<file path="src/rtl/fifo_flush_pkg.sv">
// Shared definitions for the burst-flush FIFO: flush FSM states, default pad
// value and width helpers for pointers and counters.
package fifo_flush_pkg;

  typedef enum logic [1:0] {
    IDLE  = 2'd0,
    BURST = 2'd1,
    DONE  = 2'd2
  } flush_state_e;

  localparam logic [3:0] PAD_DEFAULT = 4'hC;

  // Pointer width includes one extra wrap bit above the index bits.
  function automatic int ptr_w(input int depth);
    return $clog2(depth) + 1;
  endfunction

  function automatic int cnt_w(input int max_value);
    return $clog2(max_value + 1);
  endfunction

endpackage

</file>
<file path="src/rtl/fifo_burst_pack.sv">
// Combinational lane packer: gathers n consecutive storage entries starting at
// the read index (wrapping modulo DEPTH) and fills the remaining lanes with PAD.
module fifo_burst_pack
  import fifo_flush_pkg::*;
#(
  parameter int                DATA_W = 4,
  parameter int                DEPTH  = 32,
  parameter int                LANES  = 8,
  parameter logic [DATA_W-1:0] PAD    = PAD_DEFAULT
) (
  input  logic [DEPTH*DATA_W-1:0]    storage_i,
  input  logic [$clog2(DEPTH)-1:0]   rd_idx_i,
  input  logic [cnt_w(LANES)-1:0]    n_i,
  output logic [LANES*DATA_W-1:0]    burst_o
);

  localparam int AW = $clog2(DEPTH);
  localparam int CW = cnt_w(LANES);

  for (genvar gi = 0; gi < LANES; gi++) begin : g_lane
    logic [AW-1:0] idx;
    assign idx = rd_idx_i + AW'(gi);
    assign burst_o[gi*DATA_W +: DATA_W] =
      (CW'(gi) < n_i) ? storage_i[idx*DATA_W +: DATA_W] : PAD;
  end

endmodule

</file>
<file path="src/rtl/fifo_burst_flush.sv">
// Circular FIFO with single-entry pops and a flush engine that drains a
// snapshot of the queue as LANES-wide bursts, then pulses done.
module fifo_burst_flush
  import fifo_flush_pkg::*;
#(
  parameter int                DATA_W = 4,
  parameter int                DEPTH  = 32,
  parameter int                LANES  = 8,
  parameter logic [DATA_W-1:0] PAD    = PAD_DEFAULT
) (
  input  logic                       clk,
  input  logic                       reset,
  input  logic                       fifo_wr_valid_i,
  input  logic [DATA_W-1:0]          fifo_wr_data_i,
  output logic                       fifo_wr_ready_o,
  input  logic                       fifo_rd_valid_i,
  output logic [DATA_W-1:0]          fifo_rd_data_o,
  input  logic                       fifo_flush_i,
  output logic                       fifo_flush_busy_o,
  output logic                       fifo_burst_valid_o,
  output logic [LANES*DATA_W-1:0]    fifo_burst_data_o,
  output logic [cnt_w(LANES)-1:0]    fifo_burst_count_o,
  output logic                       fifo_flush_done_o,
  output logic                       fifo_empty_o,
  output logic                       fifo_full_o,
  output logic [cnt_w(DEPTH)-1:0]    fifo_count_o
);

  localparam int AW   = $clog2(DEPTH);
  localparam int PW   = ptr_w(DEPTH);
  localparam int CW_L = cnt_w(LANES);
  localparam int CW_D = cnt_w(DEPTH);

  logic [DATA_W-1:0]       mem_q [DEPTH];
  logic [DEPTH*DATA_W-1:0] storage_flat;

  logic [PW-1:0]           wr_ptr_q, rd_ptr_q, target_q;
  flush_state_e            state_q;
  logic                    done_q;
  logic [DATA_W-1:0]       rd_data_q;
  logic                    burst_valid_q;
  logic [LANES*DATA_W-1:0] burst_data_q;
  logic [CW_L-1:0]         burst_count_q;

  logic [PW-1:0]           occupancy, remaining;
  logic [CW_L-1:0]         burst_n_d;
  logic [LANES*DATA_W-1:0] burst_word_d;
  logic                    empty, full, wr_en, pop_en;

  assign occupancy = wr_ptr_q - rd_ptr_q;
  assign remaining = target_q - rd_ptr_q;
  assign empty     = (occupancy == '0);
  assign full      = (occupancy == PW'(DEPTH));
  assign wr_en     = fifo_wr_valid_i && !full;
  // A flush request in IDLE takes priority over a pop in the same cycle.
  assign pop_en    = fifo_rd_valid_i && !empty && (state_q == IDLE) && !fifo_flush_i;
  assign burst_n_d = (remaining > PW'(LANES)) ? CW_L'(LANES) : CW_L'(remaining);

  for (genvar gi = 0; gi < DEPTH; gi++) begin : g_flat
    assign storage_flat[gi*DATA_W +: DATA_W] = mem_q[gi];
  end

  fifo_burst_pack #(
    .DATA_W (DATA_W),
    .DEPTH  (DEPTH),
    .LANES  (LANES),
    .PAD    (PAD)
  ) u_pack (
    .storage_i (storage_flat),
    .rd_idx_i  (rd_ptr_q[AW-1:0]),
    .n_i       (burst_n_d),
    .burst_o   (burst_word_d)
  );

  always_ff @(posedge clk) begin
    if (wr_en) mem_q[wr_ptr_q[AW-1:0]] <= fifo_wr_data_i;
  end

  always_ff @(posedge clk or posedge reset) begin
    if (reset) begin
      wr_ptr_q      <= '0;
      rd_ptr_q      <= '0;
      target_q      <= '0;
      state_q       <= IDLE;
      done_q        <= 1'b0;
      rd_data_q     <= '0;
      burst_valid_q <= 1'b0;
      burst_data_q  <= '0;
      burst_count_q <= '0;
    end else begin
      burst_valid_q <= 1'b0;
      burst_count_q <= '0;
      if (wr_en) wr_ptr_q <= wr_ptr_q + 1'b1;
      if (pop_en) begin
        rd_ptr_q  <= rd_ptr_q + 1'b1;
        rd_data_q <= mem_q[rd_ptr_q[AW-1:0]];
      end
      case (state_q)
        IDLE: begin
          if (fifo_flush_i) begin
            target_q <= wr_ptr_q;
            state_q  <= (occupancy != '0) ? BURST : DONE;
          end
        end
        BURST: begin
          burst_data_q  <= burst_word_d;
          burst_count_q <= burst_n_d;
          burst_valid_q <= 1'b1;
          rd_ptr_q      <= rd_ptr_q + PW'(burst_n_d);
          if (PW'(burst_n_d) == remaining) state_q <= DONE;
        end
        DONE: begin
          // First DONE cycle lets the last burst pulse retire; the second raises done.
          if (done_q) begin
            done_q  <= 1'b0;
            state_q <= IDLE;
          end else begin
            done_q  <= 1'b1;
          end
        end
        default: state_q <= IDLE;
      endcase
    end
  end

  assign fifo_wr_ready_o    = !full;
  assign fifo_rd_data_o     = rd_data_q;
  assign fifo_flush_busy_o  = (state_q != IDLE);
  assign fifo_burst_valid_o = burst_valid_q;
  assign fifo_burst_data_o  = burst_data_q;
  assign fifo_burst_count_o = burst_count_q;
  assign fifo_flush_done_o  = done_q;
  assign fifo_empty_o       = empty;
  assign fifo_full_o        = full;
  assign fifo_count_o       = CW_D'(occupancy);

endmodule

</file>
<file path="config.mk">
export PLATFORM = sky130hd
export DESIGN_NAME = fifo_burst_flush
export DESIGN_NICKNAME = d
export VERILOG_FILES = /design/src/rtl/fifo_flush_pkg.sv /design/src/rtl/fifo_burst_pack.sv /design/src/rtl/fifo_burst_flush.sv
export SDC_FILE = /design/constraint.sdc
export NUM_CORES = 1
export LEC_CHECK = 0
export CAP_MARGIN = 20
export CELL_PAD_IN_SITES_DETAIL_PLACEMENT = 1
export CELL_PAD_IN_SITES_GLOBAL_PLACEMENT = 2
export CORE_UTILIZATION = 40
export CTS_BUF_LIST = sky130_fd_sc_hd__clkbuf_2 sky130_fd_sc_hd__clkbuf_4 sky130_fd_sc_hd__clkbuf_8
export CTS_CLUSTER_SIZE = 40
export DETAILED_ROUTE_END_ITERATION = 10
export GPL_TIMING_DRIVEN = 0
export PLACE_DENSITY = 0.81
export SYNTH_ARGS = -nofsm -noshare
export SYNTH_HDL_FRONTEND = slang
export SYNTH_SLANG_ARGS = --single-unit
</file>
<file path="constraint.sdc">
create_clock -name clk -period 3.9 [get_ports clk]
set_input_delay 0.78 -clock clk [delete_from_list [all_inputs] [get_ports clk]]
set_output_delay 0.78 -clock clk [all_outputs]
set_load 0.05 [all_outputs]
</file>
==> run_results.csv <==
group,metric,value,unit
logic_synthesis,synth_seq_cells,190,
worst_setup_path,reg2reg_to,"fifo_burst_data_o[14]$_DFFE_PP0P_",
placement,dpl.hpwl,39000,µm
drt,wl_met1,19700,µm
worst_setup_path,path_buf_inv,5,
worst_hold_path,hold_end,"fifo_burst_data_o[1]$_DFFE_PP0P_",
worst_hold_path,hp-class,"register to register",
logic_synthesis,syn_avg_cell_area,13.1,µm²
floorplanning,coreArea,31500,µm²
layout,multi_input_area,7250,µm²
clock_tree,clk_latency,0.53,ns
logic_synthesis,ys_seq_area_share,42.2,%
clock_tree,cts_sinks,190,
placement,io_buffer_count,60,
layout,area_growth_syn_to_layout,15.9,%
sta,skew,0.0266,ns
logic_synthesis,yosys.area.top_type,"edfxtp_1",
layout,nFillCells,3235,
logic_synthesis,syn-num-nets,1012,
global_routing,grt_pass1_vias,9713,
logic_synthesis,synth_most_common_cell,"mux4_2",
worst_setup_path,critPathSlowestCell,"or4_4",
drt,vias_per_cell,6.69,
layout,final_core_util,47.1,%
floorplanning,die_h,181,µm
worst_hold_path,worstHoldStart,"fifo_burst_data_o[1]$_DFFE_PP0P_",
global_routing,grt_pass1_wl,71400,µm
floorplanning,io_pins,61,
worst_setup_path,cpPeakStageDelay,0.54,ns
worst_setup_path,ff2ff_path_depth,12,
drt,drtIter0Drc,1259,
worst_hold_path,hold_path_depth,2,
outcome,failed_checks,"negative setup slack",
drt,wl_per_cell,33.3,µm
sta,setup_viol,1,
outcome,status,"complete, but fails checks",
clock_tree,numCtsBuffers,17,
worst_setup_path,worst-setup-path-type,"register to output port",
placement,dp.cells,1442,
layout,seqCellArea,5400,µm²
layout,fin_area,14800,µm²
layout,layout-drive-gt1-share,29.2,%
logic_synthesis,syn_area,12800,µm²
placement,place_area,14000,µm²
worst_setup_path,r2r-start,"rd_ptr_q[0]$_DFFE_PP0P_",
logic_synthesis,synth_area_leaders,"edfxtp_1 (30%), mux4_2 (24%), dfrtp_1 (12%), mux2i_1 (3.8%), mux2_2 (3.3%)",
worst_setup_path,start_kind,"register",
sta,period_minus_slack,3.91,ns
placement,place_congestion,1.00,
drt,wl_met3,4470,µm
worst_setup_path,cp.required,3.12,ns
floorplanning,die_w,181,µm
logic_synthesis,synth-compound-area-share,7.16,%
layout,antenna_cells,0,
clock_tree,clk_pin_slew,0.11,ns
drt,drt_first_pass_iters,5,
sta,setup_ws,-0.0101,ns
drt,remaining_drc_errors,0,
layout,layout.nets,1108,
worst_setup_path,crit_chain,"buf_8, clkinvlp_4, ha_4, nor2b_4, o21a_1, o2111ai_2, and3_4, inv_4, or4_4, clkinvlp_4, buf_8",
logic_synthesis,ys_warn_count,0,
global_routing,grt-ovfl-total,0,
logic_synthesis,synth_xor_area_share,2.53,%
logic_synthesis,synthAdderAreaFrac,3.11,%
worst_setup_path,crit_fanout,3,
floorplanning,die_area,32700,µm²
logic_synthesis,synthCells,973,
flow_run,maxCapViolCount,0,
layout,final_cells,1484,
worst_setup_path,crit_path_end_kind,"output port",
sta,fmax,0.256,GHz
drt,dr_wl_met2,22800,µm
global_routing,grt_max_degree,42,
logic_synthesis,ys_top_cells_by_count,"mux4_2 (139), edfxtp_1 (128), nor2_1 (93), nand2_1 (90), dfrtp_1 (62)",
drt,ant_nets,0,
worst_setup_path,r2r_slack,0.13,ns
sta,finalHoldViolCount,0,
floorplanning,rows,65,
drt,vias,9922,
logic_synthesis,synth_edf_count,128,
logic_synthesis,synth_top_family_by_area,"multiplexers",
sta,relSlewSlack,31.2,%
logic_synthesis,ys_types,66,
global_routing,grtUsageTotal,31.1,%
sta,final.period_utilization,100,%
logic_synthesis,muxShareOfSynthArea,32.9,%
sta,worst_pin_slew,1.02,ns
drt,highest_layer,"met4",
floorplanning,start_util,40.6,%
clock_tree,h-tree-depth,4,
global_routing,antenna_found_initial,0,
logic_synthesis,yosys.area_share.simple,9.36,%
sta,slew_violations,0,
sta,fin_hold_ws,0.488,ns
logic_synthesis,synth_ff_type,"edfxtp_1",
clock_tree,cts-root-buf,"clkbuf_8",
worst_setup_path,crit_family,"simple AND/OR/NAND/NOR gates",
logic_synthesis,synth_async_sr_flop_share,32.6,%
sta,rsz0062_at_grt,"yes",
logic_synthesis,synth_top_area_share,30.1,%
clock_tree,cts_tree,"built",
clock_tree,cts_buffer_depth,2,
drt,drt_wl_total,49500,µm
worst_setup_path,critPathArrivalTime,3.13,ns
==> how the worst max path moves through the flow <==
stage	from	endpoint	slack, ns	cells after the start
6_report	rd_ptr_q[1]$_DFFE_PP0P_	fifo_empty_o	-0.01	11
5_1_grt	rd_ptr_q[1]$_DFFE_PP0P_	fifo_empty_o	-0.13	11
4_1_cts	rd_ptr_q[1]$_DFFE_PP0P_	fifo_empty_o	-0.13	12
3_5_place_dp	rd_ptr_q[1]$_DFFE_PP0P_	fifo_empty_o	-1.34	13
3_3_place_gp	rd_ptr_q[1]$_DFFE_PP0P_	fifo_empty_o	-1.30	13
2_1_floorplan	rd_ptr_q[1]$_DFFE_PP0P_	fifo_empty_o	0.005	12
==> cells in the final DEF, fill, tap and decap left out, types with 31 or more instances in the layout <==
cell,netlist,final
mux2_2,37,37
dfrtp_1,62,57
nor2_1,93,92
nand2_1,90,90
clkdlybuf4s50_1,0,54
mux4_2,139,139
edfxtp_1,128,128
mux2i_1,49,47
a21oi_1,34,32
o21ai_0,31,31
==> metrics by stage <==
step / setup TNS (ns) / worst slack (ns)
global placement: -70.30 / -1.30
global route: -0.162 / -0.128
finish: -0.0101 / -0.0101
detailed placement: -83.55 / -1.34
floorplan: 0 / 0.00541
CTS: -0.329 / -0.130
==> what timing repair did <==
action	CTS	global route
setup buffers	9	4
hold buffers	0	0
cloned	0	0
endpoints found under the setup margin	184	17
resized for setup	73	29
pin swaps	1	8
==> worst register-to-register path, cell delays in order, from the launching register on <==
cell and delay [ns]:
dfrtp_2 0.47, buf_2 0.21, buf_6 0.22, buf_6 0.24, inv_1 0.15, ha_1 0.32, buf_6 0.20, buf_6 0.22
buf_4 0.26, mux4_2 0.42, mux4_1 0.54, mux2i_2 0.29, a31oi_1 0.13
==> layout make-up <==
cell class / count / share of cell area, %
sequential: 190 / 36.5
multi-input combinational: 701 / 48.9
clock inverter: 15 / 1.25
clock buffer: 17 / 1.58
buffer: 58 / 2.28
timing repair buffer: 80 / 5.38
tap: 402 / 3.40
inverter: 21 / 0.693
==> layer usage <==
layer / track usage [%] / vias to the layer above
li1: - / 4034
met1: 41.8 / 5133
met2: 48.2 / 647
met3: 6.47 / 108
met4: 15.3 / 0
met5: 0 / -
==> cell families (layout without fill, tap and decap cells) <==
kind of cell               Yosys count  count (layout)
AOI/OAI and AO/OA                  138             138
xor gates and xnor gates            36              36
adders and majority gates           30              30
buffers and inverters               82             191
DFF                                190             190
muxes                              233             233
and+or+nand+nor                    264             264
==> sequential cells by signal (all words and copies together) (netlist names) <==
signal	flops
fifo_burst_valid_o	1
state_q	2
target_q	6
fifo_rd_data_o	4
fifo_flush_done_o	1
fifo_burst_count_o	4
fifo_burst_data_o	32
wr_ptr_q	6
rd_ptr_q	6
mem_q	128
Power is not shown: default switching activity piles up to over one toggle a cycle in this logic, so the estimate is an artifact.
